==> src/rtl/tetris_pkg.sv <==
// Shared constants, state encoding and field addressing helpers for the
// line-clear stage between game logic and the VGA controller.
package tetris_pkg;

  localparam int unsigned ROWS    = 20;
  localparam int unsigned COLS    = 10;
  localparam int unsigned CW      = 2;
  localparam int unsigned SCORE_W = 32;

  localparam int unsigned AWARD_1 = 40;
  localparam int unsigned AWARD_2 = 100;
  localparam int unsigned AWARD_3 = 300;
  localparam int unsigned AWARD_4 = 1200;

  typedef enum logic [2:0] {
    IDLE,
    SCAN,
    SHIFT,
    SCORE,
    DONE
  } rc_state_t;

  // Bit offset of a row inside a flattened field.
  function automatic int unsigned row_base(input int unsigned row, input int unsigned row_w);
    return row * row_w;
  endfunction

endpackage

==> src/rtl/row_full_check.sv <==
// Combinational test that every cell of one playfield row is occupied.
module row_full_check #(
  parameter int unsigned COLS = tetris_pkg::COLS,
  parameter int unsigned CW   = tetris_pkg::CW
) (
  input  logic [COLS*CW-1:0] row,
  output logic               full
);

  always_comb begin
    full = 1'b1;
    for (int unsigned c = 0; c < COLS; c++) begin
      if (row[c*CW +: CW] == '0) full = 1'b0;
    end
  end

endmodule

==> src/rtl/row_clear_engine.sv <==
// Captures the locked field, removes full rows bottom-up one shift per cycle,
// then publishes the cleaned field, line count and saturating score.
module row_clear_engine #(
  parameter int unsigned ROWS    = tetris_pkg::ROWS,
  parameter int unsigned COLS    = tetris_pkg::COLS,
  parameter int unsigned CW      = tetris_pkg::CW,
  parameter int unsigned SCORE_W = tetris_pkg::SCORE_W
) (
  input  logic                    clock,
  input  logic                    reset,
  input  logic                    start,
  input  logic [ROWS*COLS*CW-1:0] field_in,
  output logic                    busy,
  output logic                    done,
  output logic [ROWS*COLS*CW-1:0] field_out,
  output logic [4:0]              lines_cleared,
  output logic [SCORE_W-1:0]      score
);

  import tetris_pkg::*;

  localparam int unsigned ROW_W   = COLS * CW;
  localparam int unsigned FIELD_W = ROWS * ROW_W;
  localparam int unsigned PTR_W   = (ROWS > 1) ? $clog2(ROWS) : 1;
  localparam int unsigned K_W     = 5;

  rc_state_t state, state_next;

  logic [FIELD_W-1:0] work;
  logic [FIELD_W-1:0] work_shifted;
  logic [ROW_W-1:0]   cur_row;
  logic [PTR_W-1:0]   ptr;
  logic [K_W-1:0]     k;
  logic               row_full;
  logic               load_c, dec_c, shift_c, score_c;
  logic [SCORE_W-1:0] award;
  logic [SCORE_W:0]   sum_wide;
  logic [SCORE_W-1:0] score_sum;

  always_comb cur_row = work[row_base(32'(ptr), ROW_W) +: ROW_W];

  row_full_check #(
    .COLS (COLS),
    .CW   (CW)
  ) u_row_full_check (
    .row  (cur_row),
    .full (row_full)
  );

  // State register
  always_ff @(posedge clock) begin
    if (reset) state <= IDLE;
    else       state <= state_next;
  end

  // Next-state logic
  always_comb begin
    state_next = state;
    case (state)
      IDLE:    if (start) state_next = SCAN;
      SCAN: begin
        if (row_full)        state_next = SHIFT;
        else if (ptr == '0)  state_next = SCORE;
      end
      SHIFT:   state_next = SCAN;
      SCORE:   state_next = DONE;
      DONE:    state_next = IDLE;
      default: state_next = IDLE;
    endcase
  end

  // Datapath controls decoded from the current state
  always_comb begin
    load_c  = 1'b0;
    dec_c   = 1'b0;
    shift_c = 1'b0;
    score_c = 1'b0;
    case (state)
      IDLE:    load_c  = start;
      SCAN:    dec_c   = !row_full && (ptr != '0);
      SHIFT:   shift_c = 1'b1;
      SCORE:   score_c = 1'b1;
      default: ;
    endcase
  end

  // Rows at or above ptr drop by one; rows below ptr are untouched.
  always_comb begin
    work_shifted = work;
    work_shifted[0 +: ROW_W] = '0;
    for (int unsigned r = 1; r < ROWS; r++) begin
      if (PTR_W'(r) <= ptr)
        work_shifted[row_base(r, ROW_W) +: ROW_W] = work[row_base(r - 1, ROW_W) +: ROW_W];
    end
  end

  always_comb begin
    case (k)
      K_W'(0): award = '0;
      K_W'(1): award = SCORE_W'(AWARD_1);
      K_W'(2): award = SCORE_W'(AWARD_2);
      K_W'(3): award = SCORE_W'(AWARD_3);
      default: award = SCORE_W'(AWARD_4);
    endcase
    sum_wide  = {1'b0, score} + {1'b0, award};
    score_sum = sum_wide[SCORE_W] ? '1 : sum_wide[SCORE_W-1:0];
  end

  // busy/done are registered from the next state so they align with it.
  always_ff @(posedge clock) begin
    if (reset) begin
      busy          <= 1'b0;
      done          <= 1'b0;
      field_out     <= '0;
      lines_cleared <= '0;
      score         <= '0;
      work          <= '0;
      ptr           <= '0;
      k             <= '0;
    end else begin
      busy <= (state_next != IDLE);
      done <= (state_next == DONE);
      if (load_c) begin
        work <= field_in;
        ptr  <= PTR_W'(ROWS - 1);
        k    <= '0;
      end
      if (dec_c) ptr <= ptr - PTR_W'(1);
      if (shift_c) begin
        work <= work_shifted;
        k    <= k + K_W'(1);
      end
      if (score_c) begin
        score         <= score_sum;
        field_out     <= work;
        lines_cleared <= k;
      end
    end
  end

endmodule
==> config.mk <==
export PLATFORM = sky130hd
export DESIGN_NAME = row_clear_engine
export DESIGN_NICKNAME = d
export VERILOG_FILES = /design/src/rtl/tetris_pkg.sv /design/src/rtl/row_full_check.sv /design/src/rtl/row_clear_engine.sv
export SDC_FILE = /design/constraint.sdc
export NUM_CORES = 2
export LEC_CHECK = 0
export CAP_MARGIN = 20
export CORE_AREA = 2 2 325 327
export DETAILED_ROUTE_END_ITERATION = 8
export DIE_AREA = 0 0 327 329
export SYNTH_ARGS = -nofsm -noshare
export SYNTH_HDL_FRONTEND = slang
export SYNTH_SLANG_ARGS = --single-unit
export TNS_END_PERCENT = 20
==> constraint.sdc <==
create_clock -name clock -period 8.2 [get_ports clock]
set_input_delay 1.23 -clock clock [delete_from_list [all_inputs] [get_ports clock]]
set_output_delay 1.23 -clock clock [all_outputs]
set_load 0.05 [all_outputs]
==> impl_metrics.toml <==
[pwr]
p_sw_share_pct = 30.9
p_int_mw = 7.62
p_seq_share_pct = 43.8
p_leak_nw = 15.7
pwr-share-comb_pct = 15.3
power_frac_clock_pct = 40.8
switching_power_mw = 3.41
p_per_area_mw_per_mm2 = 233
vdd_ir_drop_max_v = 0.000181
p_total_mw = 11.0

[logic_synthesis]
synth_area_per_cell_um2 = 8.11
netlist.area_leader.share_pct = 48.9
yosysSeqAreaShare_pct = 48.9
synth_cells = 4295
synth-edff-count = 0
ys_top_cells_by_area = "dfxtp_1 (49%), nand2_1 (9.4%), a211oi_1 (9.0%), a22oi_1 (8.2%), a21oi_1 (7.3%)"
netlist_area_mm2 = 0.0348
synth.net_count = 4716
synthDistinctLibCells = 62
yosys_warnings = 0
ys_async_sr_fraction_pct = 0
synth_top_area_cell = "dfxtp_1"
ys.flop_type = "dfxtp_1"
ys_ff_latch = 851

[die]
rows = 119
dieArea_mm2 = 0.108
core_mm2 = 0.104
dieHeight_um = 329
ios = 842
fp.dieW_um = 327
initial_core_util_pct = 33.4

[worst_setup_path]
cp.required_ns = 8.81
reg2reg_depth = 9
critPathTopFamily = "multiplexers"
cp-end-kind = "flop"
cp.arrival_ns = 5.10
r2r-start = "ptr[0]"
path_buf_inv = 1
worstPathCellList = "buf_4 -> mux4_2 -> mux4_2 -> o22ai_1 -> o221ai_1 -> or4_4 -> o21ai_2 -> a21oi_1 -> a311oi_2"
crit_slowest_cell = "dfxtp_4"
worstSetupPathType = "flop to flop"
crit_cells = 9
reg2reg_slack_ns = 3.71
slowest_delay_ns = 1.02
worstSetupStartpointType = "flop"
crit_top_cell = "mux4_2"
rr_endpoint = "ptr[4]"
cp_max_fo = 76

[placed_design]
io_buffers = 841
gp_congestion = 0.909
placed_area_mm2 = 0.0440
dp.cells = 6169
hpwl_um = 115000
pre_cts_slack_ns = 3.67

[global_routing]
antenna_found_initial = 55
grt_usage_pct = 28.6
grt_pass1_vias = 32550
grt_max_degree = 207
grt_pass1_wl_um = 230000
gr-total-overflow = 0

[job]
maxCapViolCount = 0

[run_status]
outcome = "finished clean"

[timing]
tightestPinTransition_ns = 1.20
rsz0062_at_grt = "no"
fmax_mhz = 223
hold_viol = 0
fin_crit_sh_pct = 54.7
setup_viol = 0
worst_slack_ns = 3.71
finalMaxSlewViolations = 0
slew_headroom_pct = 19.7
skew_ns = 0.0217
hold_slack_ns = 0.453
final.setup.tns_ns = 0
finalCriticalPeriod_ns = 4.49

[drt]
wl_um = 163000
dr.pass1.iters = 8
via_per_inst = 5.53
vias = 35387
ant_nets = 0
drcViolationCount = 0
drt-wirelength-per-cell_um = 25.4
drt_iter0_markers = 3828

[min_path]
hold_path_class = "flop to flop"
hp-start = "field_out[86]"
worstHoldPathCells = 2
hold-path-endpoint = "field_out[86]"

[finish]
final_common_cell = "nand2_1"
post-route-util_pct = 45.4
drive_gt1_share_pct = 5.04
final_cell_mix = "nand2_1 (868), dfxtp_1 (848), clkdlybuf4s50_1 (840)"
syn2layout_area_growth_pct = 36.1
finalNonFillerCells = 6399
fin_nets = 5300
fin_area_mm2 = 0.0474

[clock_network]
h-tree-depth = 3
cts_resized = 0
ctsHoldBuffers = 0
ctsRootBufferMaster = "clkbuf_16"
cts_setup_buffers = 0
cts.sinks = 851
max-clock-path-buffers = 3
cts_tree = "done"
clk_pin_slew_ns = 0.06
insertion_delay_ns = 0.70
numCtsBuffers = 97
-- registers in the layout, summed over array words and instances, names as in the netlist --
signal / cells
work: 400
state: 3
busy: 1
ptr: 5
score: 31
k: 5
done: 1
lines_cleared: 5
field_out: 400
-- worst reg2reg max path: stages (launching register included) --
cell and delay (ns):
dfxtp_4 1.02, buf_4 0.69, mux4_2 0.61, mux4_2 0.46, o22ai_1 0.14, o221ai_1 0.15
or4_4 0.58, o21ai_2 0.40, a21oi_1 0.10, a311oi_2 0.26
-- cells in the mapped netlist, drive strengths merged (3+ instances only) --
cell / number
a211o: 6
a211oi: 418
a21o: 5
a21oi: 510
a221oi: 4
a22oi: 381
a311oi: 6
a31oi: 11
and2: 9
and3: 9
buf: 38
clkbuf: 363
dfxtp: 851
ha: 17
inv: 11
mux4: 9
nand2: 868
nand2b: 6
nand3: 20
nand3b: 3
nor2: 525
nor2b: 4
nor3: 78
nor3b: 3
nor4: 3
o21a: 3
o21ai: 32
o21bai: 3
o221ai: 6
o22ai: 9
o311ai: 15
o31ai: 4
or2: 3
or3: 17
or3b: 5
xnor2: 5
xor2: 11
-- cells by family after synthesis --
group | count (synthesis) | share of synthesized area, %
AND/OR/NAND/NOR | 1559 | 17.7
XOR/XNOR | 16 | 0.402
multiplexers | 11 | 0.639
flip-flops | 851 | 48.9
buffers and inverters | 413 | 4.59
adder cells (fa/ha/maj) | 18 | 0.668
AO/OA/AOI/OAI | 1427 | 27.0
-- power by group through the flow --
stage,combinational [mW],clock [mW],sequential [mW]
floorplan,1.01,0,4.68
global placement,1.66,0,4.91
detailed placement,1.67,0,4.91
CTS,1.68,4.56,4.82
global route,1.83,4.73,4.85
finish,1.69,4.51,4.84
-- how the worst max path moves through the flow --
stage | slack, ns | end | startpoint
detailed placement | 3.67 | ptr[4] | ptr[0]
global route | 3.38 | ptr[4] | ptr[0]
CTS | 3.64 | ptr[2] | ptr[0]
global placement | 3.62 | ptr[2] | ptr[0]
floorplan | 4.69 | score[11] | k[0]
finish | 3.71 | ptr[4] | ptr[0]
-- area by class of cell --
class | instances | area [um^2]
Fill cell | 10265 | 57000
Sequential cell | 851 | 17000
Multi-Input combinational cell | 3031 | 16300
Timing Repair Buffer | 886 | 8860
Clock buffer | 144 | 2870
Tap cell | 1391 | 1740
Clock inverter | 37 | 424
Antenna cell | 47 | 118
Inverter | 12 | 45.0
-- routing by layer --
layer	vias up	track usage, %	wire length, um
met5	-	0	78
met1	17063	37.4	67800
met3	277	5.82	12500
met2	1539	45.5	75600
li1	16494	-	-
met4	14	13.2	6500
No activity file was read; power rests on OpenSTA's default activity.
